==> src/rtl/vc_phase_sequencer_if.sv <==
// Control and status bundle between a phase-sequencer master and the sequencer.
// Durations are packed per phase: phase k lives in dur_flat[k*CNT_W +: CNT_W].
interface vc_phase_sequencer_if #(
    parameter int NUM_PHASES = 4,
    parameter int CNT_W      = 16,
    parameter int IDX_W      = 4
);
    logic                        start;
    logic                        stop;
    logic                        pause;
    logic                        oneshot;
    logic [NUM_PHASES*CNT_W-1:0] dur_flat;
    logic [NUM_PHASES-1:0]       phase_en;
    logic [IDX_W-1:0]            phase_idx;
    logic [CNT_W-1:0]            phase_cnt;
    logic                        phase_done;
    logic                        wrap;
    logic                        busy;

    modport master (
        output start, stop, pause, oneshot, dur_flat,
        input  phase_en, phase_idx, phase_cnt, phase_done, wrap, busy
    );

    modport slave (
        input  start, stop, pause, oneshot, dur_flat,
        output phase_en, phase_idx, phase_cnt, phase_done, wrap, busy
    );
endinterface

==> src/rtl/vc_phase_sequencer.sv <==
// N-phase sequencer with per-phase programmable durations, loop/one-shot modes,
// pause and stop; drives one-hot phase enables to the delay-line/crossfade blocks.
module vc_phase_sequencer #(
    parameter int NUM_PHASES = 4,
    parameter int CNT_W      = 16,
    parameter int IDX_W      = 4
) (
    input  logic                  clk,
    input  logic                  rst,
    vc_phase_sequencer_if.slave   bus
);
    typedef enum logic [1:0] {S_IDLE, S_RUN, S_PAUSED} state_t;

    state_t                r_state;
    logic [NUM_PHASES-1:0] r_en;
    logic [IDX_W-1:0]      r_idx;
    logic [CNT_W-1:0]      r_cnt;
    logic [CNT_W-1:0]      r_dur;
    logic                  r_done;
    logic                  r_wrap;
    logic                  r_busy;

    logic [CNT_W-1:0]      w_dur [2**IDX_W];
    logic [IDX_W-1:0]      w_nidx;
    logic                  w_last;
    logic                  w_final;

    // Table padded to the full index range so any phase_idx selects a legal entry;
    // a zero duration is promoted to one cycle here.
    for (genvar k = 0; k < 2**IDX_W; k++) begin : g_dur
        if (k < NUM_PHASES) begin : g_real
            assign w_dur[k] = (bus.dur_flat[k*CNT_W +: CNT_W] == '0)
                              ? CNT_W'(1) : bus.dur_flat[k*CNT_W +: CNT_W];
        end else begin : g_pad
            assign w_dur[k] = CNT_W'(1);
        end
    end

    assign w_nidx  = r_idx + IDX_W'(1);
    assign w_last  = (r_idx == IDX_W'(NUM_PHASES - 1));
    assign w_final = (r_cnt == r_dur - CNT_W'(1));

    always_ff @(posedge clk or posedge rst) begin
        if (rst) begin
            r_state <= S_IDLE;
            r_en    <= '0;
            r_idx   <= '0;
            r_cnt   <= '0;
            r_dur   <= CNT_W'(1);
            r_done  <= 1'b0;
            r_wrap  <= 1'b0;
            r_busy  <= 1'b0;
        end else begin
            r_done <= 1'b0;
            r_wrap <= 1'b0;
            if (bus.stop) begin
                r_state <= S_IDLE;
                r_en    <= '0;
                r_idx   <= '0;
                r_cnt   <= '0;
                r_dur   <= CNT_W'(1);
                r_busy  <= 1'b0;
            end else begin
                case (r_state)
                    S_IDLE: begin
                        if (bus.start && !bus.pause) begin
                            r_state <= S_RUN;
                            r_en    <= NUM_PHASES'(1);
                            r_idx   <= '0;
                            r_cnt   <= '0;
                            r_dur   <= w_dur[0];
                            r_busy  <= 1'b1;
                        end
                    end
                    S_RUN: begin
                        // Pause is checked first so a pause on a final cycle defers the hand-off.
                        if (bus.pause) begin
                            r_state <= S_PAUSED;
                        end else if (w_final) begin
                            r_done <= 1'b1;
                            r_cnt  <= '0;
                            if (!w_last) begin
                                r_idx <= w_nidx;
                                r_en  <= r_en << 1;
                                r_dur <= w_dur[w_nidx];
                            end else begin
                                r_wrap <= 1'b1;
                                r_idx  <= '0;
                                if (bus.oneshot) begin
                                    r_state <= S_IDLE;
                                    r_en    <= '0;
                                    r_busy  <= 1'b0;
                                end else begin
                                    r_en  <= NUM_PHASES'(1);
                                    r_dur <= w_dur[0];
                                end
                            end
                        end else begin
                            r_cnt <= r_cnt + CNT_W'(1);
                        end
                    end
                    S_PAUSED: begin
                        if (!bus.pause) begin
                            r_state <= S_RUN;
                        end
                    end
                    default: r_state <= S_IDLE;
                endcase
            end
        end
    end

    assign bus.phase_en   = r_en;
    assign bus.phase_idx  = r_idx;
    assign bus.phase_cnt  = r_cnt;
    assign bus.phase_done = r_done;
    assign bus.wrap       = r_wrap;
    assign bus.busy       = r_busy;
endmodule

==> src/flat_wrapper.sv <==
// flat-port wrapper written by rule: the top's interface ports become plain ports
module vc_phase_sequencer_flat 
#(
    parameter int NUM_PHASES = 4,
    parameter int CNT_W      = 16,
    parameter int IDX_W      = 4
)
  (clk, rst, bus_start, bus_stop, bus_pause, bus_oneshot, bus_dur_flat, bus_phase_en, bus_phase_idx, bus_phase_cnt, bus_phase_done, bus_wrap, bus_busy);
  vc_phase_sequencer_if #(.NUM_PHASES(NUM_PHASES), .CNT_W(CNT_W), .IDX_W(IDX_W)) bus_i ();
  input  logic clk;
  input  logic rst;
  input wire logic [$bits(bus_i.start)-1:0] bus_start;
  input wire logic [$bits(bus_i.stop)-1:0] bus_stop;
  input wire logic [$bits(bus_i.pause)-1:0] bus_pause;
  input wire logic [$bits(bus_i.oneshot)-1:0] bus_oneshot;
  input wire logic [$bits(bus_i.dur_flat)-1:0] bus_dur_flat;
  output wire logic [$bits(bus_i.phase_en)-1:0] bus_phase_en;
  output wire logic [$bits(bus_i.phase_idx)-1:0] bus_phase_idx;
  output wire logic [$bits(bus_i.phase_cnt)-1:0] bus_phase_cnt;
  output wire logic [$bits(bus_i.phase_done)-1:0] bus_phase_done;
  output wire logic [$bits(bus_i.wrap)-1:0] bus_wrap;
  output wire logic [$bits(bus_i.busy)-1:0] bus_busy;
  assign bus_i.start = bus_start;
  assign bus_i.stop = bus_stop;
  assign bus_i.pause = bus_pause;
  assign bus_i.oneshot = bus_oneshot;
  assign bus_i.dur_flat = bus_dur_flat;
  assign bus_phase_en = bus_i.phase_en;
  assign bus_phase_idx = bus_i.phase_idx;
  assign bus_phase_cnt = bus_i.phase_cnt;
  assign bus_phase_done = bus_i.phase_done;
  assign bus_wrap = bus_i.wrap;
  assign bus_busy = bus_i.busy;
  vc_phase_sequencer #(.NUM_PHASES(NUM_PHASES), .CNT_W(CNT_W), .IDX_W(IDX_W)) u_core (.clk(clk), .rst(rst), .bus(bus_i));
endmodule
==> config.mk <==
export PLATFORM = sky130hd
export DESIGN_NAME = vc_phase_sequencer_flat
export DESIGN_NICKNAME = d
export VERILOG_FILES = /design/src/rtl/vc_phase_sequencer_if.sv /design/src/rtl/vc_phase_sequencer.sv /design/src/flat_wrapper.sv
export SDC_FILE = /design/constraint.sdc
export NUM_CORES = 1
export LEC_CHECK = 0
export ABC_AREA = 1
export CAP_MARGIN = 20
export CORE_MARGIN = 2
export CORE_UTILIZATION = 46
export DETAILED_ROUTE_END_ITERATION = 6
export PLACE_DENSITY = 0.76
export SLEW_MARGIN = 20
export SYNTH_ARGS = -nofsm -noshare
export SYNTH_HDL_FRONTEND = slang
export SYNTH_SLANG_ARGS = --single-unit
==> constraint.sdc <==
create_clock -name clk -period 2.2 [get_ports clk]
set_input_delay 0.33 -clock clk [delete_from_list [all_inputs] [get_ports clk]]
set_output_delay 0.33 -clock clk [all_outputs]
set_load 0.02 [all_outputs]
==> impl_metrics.tcl <==
set metrics [dict create \
    cp.buffers_inverters 3 \
    cap_violations 0 \
    multi_input_area_um2 2600 \
    dr.pass1.iters 5 \
    grt_pass1_wl_mm 19.6 \
    post-dp-hpwl_mm 9.46 \
    setup_viol 0 \
    reg2regPathDepth 15 \
    diodes 0 \
    vias_per_cell 5.33 \
    first_global_vias 4297 \
    ys_ff_latch 45 \
    synth_nets 692 \
    postSynthAreaPerCell_um2 6.40 \
    grt_max_degree 46 \
    critPathCaptureType "flop" \
    initial_core_util_pct 47.7 \
    cpMostUsedCell "nand2_2" \
    post-route-period-util_pct 97.4 \
    path_cells "nor2_4, buf_6, nand3_2, inv_1, nand3_1, nand2_1, nand2_1, inv_1, nand2_2, nor2_4, nand2_4, nand2_8, nand3_4, nand2_2, nand2_2" \
    worstPathRequired_ns 2.39 \
    cts_buffers 5 \
    clk_latency_ns 0.30 \
    wire_per_inst_um 14.2 \
    antenna_found_initial 0 \
    syn_inst 619 \
    rows 33 \
    vias 4485 \
    hold_class "in -> async" \
    critical_path_depth 15 \
    power.leakage_nw 2.60 \
    clk_path_buf_depth 2 \
    drc 0 \
    root_buffer "clkbuf_8" \
    area_delta_synth_final_pct 39.6 \
    finalHoldViolCount 0 \
    die_w_um 96.8 \
    yosysWarnings 0 \
    grt-ovfl-total 0 \
    cp-start-kind "flop" \
    critical_path_class "reg -> reg" \
    die_area_um2 9370 \
    nets 809 \
    finalMaxSlewViolations 0 \
    worst_slack_ns 0.0571 \
    post-place-ws_ns -0.143 \
    htreeDepth 2 \
    core_um2 8300 \
    rr_startpoint "u_core.r_dur[2]" \
    regArea_um2 1130 \
    final.fill_count 720 \
    max_freq_mhz 467 \
    ant_nets 0 \
    slew_headroom_pct 62.4 \
    path_clk_slew_ns 0.09 \
    port_buffers 96 \
    cp-startpoint "u_core.r_dur[2]" \
    rsz0062_at_grt "true" \
    synth_top_area_cell "dfrtp_1" \
    drive_gt1_share_pct 14.7 \
    critical_path.slowest_cell "dfrtp_2" \
    clock_sinks 45 \
    synthDominantCellAreaShare_pct 27.8 \
    yosysSeqAreaShare_pct 28.4 \
    synth_area_um2 3960 \
    drtIter0Drc 201 \
    finalPower_w 0.00374 \
    finalCriticalPeriod_ns 2.14 \
    finClkSkew_ns 0.0122 \
    die_h_um 96.8 \
    grtUsageTotal_pct 24.5 \
    cpPeakStageDelay_ns 0.49 \
    synth.area.top_cells "dfrtp_1, nand2_1, nor2_1" \
    worst_pin_slew_ns 0.564 \
    path_max_fanout 8 \
    wl_mm 12.0 \
    ir_worst_vdd_uv 288 \
    tritoncts "built" \
    outcome "complete, no violations" \
    powerDensity_nw_per_um2 676 \
    timing.hold.ws_ns 0.496 \
    crit_arrival_ns 2.33 \
    ioPinCount 97 \
    cts_hold_buf 0 \
    synth.distinct_cells 36 \
    path_delay_family "simple AND/OR/NAND/NOR gates" \
    routabilityCongestion 0.881 \
]
==> registers in the layout (all words and copies together) (netlist names) <==
register / cells
u_core.bus.phase_cnt: 16
u_core.r_dur: 16
u_core.bus.phase_en: 4
u_core.bus.phase_idx: 4
u_core.r_state: 2
u_core.bus.busy: 1
u_core.bus.phase_done: 1
u_core.bus.wrap: 1
==> Yosys cell counts (all sizes together) <==
library cell	instances
o21ai	39
dfstp	1
buf	8
xnor2	6
nor4	1
xor2	25
a21oi	24
ha	3
o22ai	3
clkinv	1
nand2	184
a31oi	2
dfrtp	44
nor3	2
o211ai	8
o2111ai	4
and2	1
nand4	28
clkbuf	16
nand3b	4
nor2	87
inv	71
nand3	57
==> worst min-delay path: cells and delay by family <==
family                 cells  cell delay, ns
buffers and inverters      3            0.93
==> cell families after synthesis <==
family,Yosys count,share of synthesized area [%]
DFF,45,28.4
buffers and inverters,96,9.76
xor gates and xnor gates,31,6.85
and+or+nand+nor,364,42.0
AOI/OAI and AO/OA,80,12.0
adders and majority gates,3,0.947
==> routing by layer <==
layer	vias to the layer above	part of all wire [%]	global-route usage [%]
met1	2052	42	31.5
met2	172	50	43.2
met4	0	1.5	5.96
li1	2235	-	-
met3	26	5.9	3.68
met5	-	0	0
==> cells in the final DEF, fill, tap and decap left out, types with 4 or more instances in the layout <==
cell and n:
clkbuf_8 6, nand3_1 53, o21ai_2 8, nor2_4 8, nand4_1 28, dfrtp_2 4, xnor2_1 6, o2111ai_1 4
nand3b_1 4, nand2_2 15, o211ai_1 8, clkdlybuf4s50_1 96, dfrtp_1 40, buf_4 32, inv_1 64, nor2_1 71
o21ai_0 31, xor2_1 24, inv_2 6, a21oi_1 22, nor2_2 6, nand2_1 164
==> worst paths after layout <==
path / endpoint / slack [ns]
min: u_core.bus.phase_done / 0.50
max in group asynchronous: u_core.r_dur[4] / 1.28
min in group clk: u_core.bus.phase_en[3] / 0.50
max: u_core.r_dur[8] / 0.06
min reg2reg: u_core.bus.phase_en[3] / 0.50
max reg2reg: u_core.r_dur[8] / 0.06
==> through the flow <==
step / utilization [%] / cells / TNS (ns) / instance area, um2
2_1_floorplan: - / 619 / 0 / 3960
3_3_place_gp: 62.2 / 823 / -0.357 / 5160
3_5_place_dp: 62.2 / 823 / -1.43 / 5160
4_1_cts: 63.7 / 831 / 0 / 5290
5_1_grt: 66.6 / 842 / -0.918 / 5530
6_report: 66.6 / 842 / 0 / 5530
==> layout make-up <==
cell class	count	share of cell area, %
clock buffers	7	1.56
clock inverters	1	0.543
inverters	72	4.89
multi-input cells	479	47.0
flip-flops and latches	45	20.5
well taps	105	2.38
repair buffers	133	23.1
==> what timing repair did <==
action,CTS,global route
setup endpoints to repair,41,42
cloned,0,2
pin swaps,0,20
resized for setup,3,39
setup buffers,0,9
==> power by group <==
group | leakage [nW] | switching, W | total [W] | internal (W)
Sequential | 0.600 | 0.000171 | 0.00110 | 0.000930
Clock | 0.0585 | 0.000277 | 0.000648 | 0.000371
Combinational | 1.94 | 0.00115 | 0.00199 | 0.000837
Total | 2.60 | 0.00160 | 0.00374 | 0.00214
(Power assumes the default switching activity.)
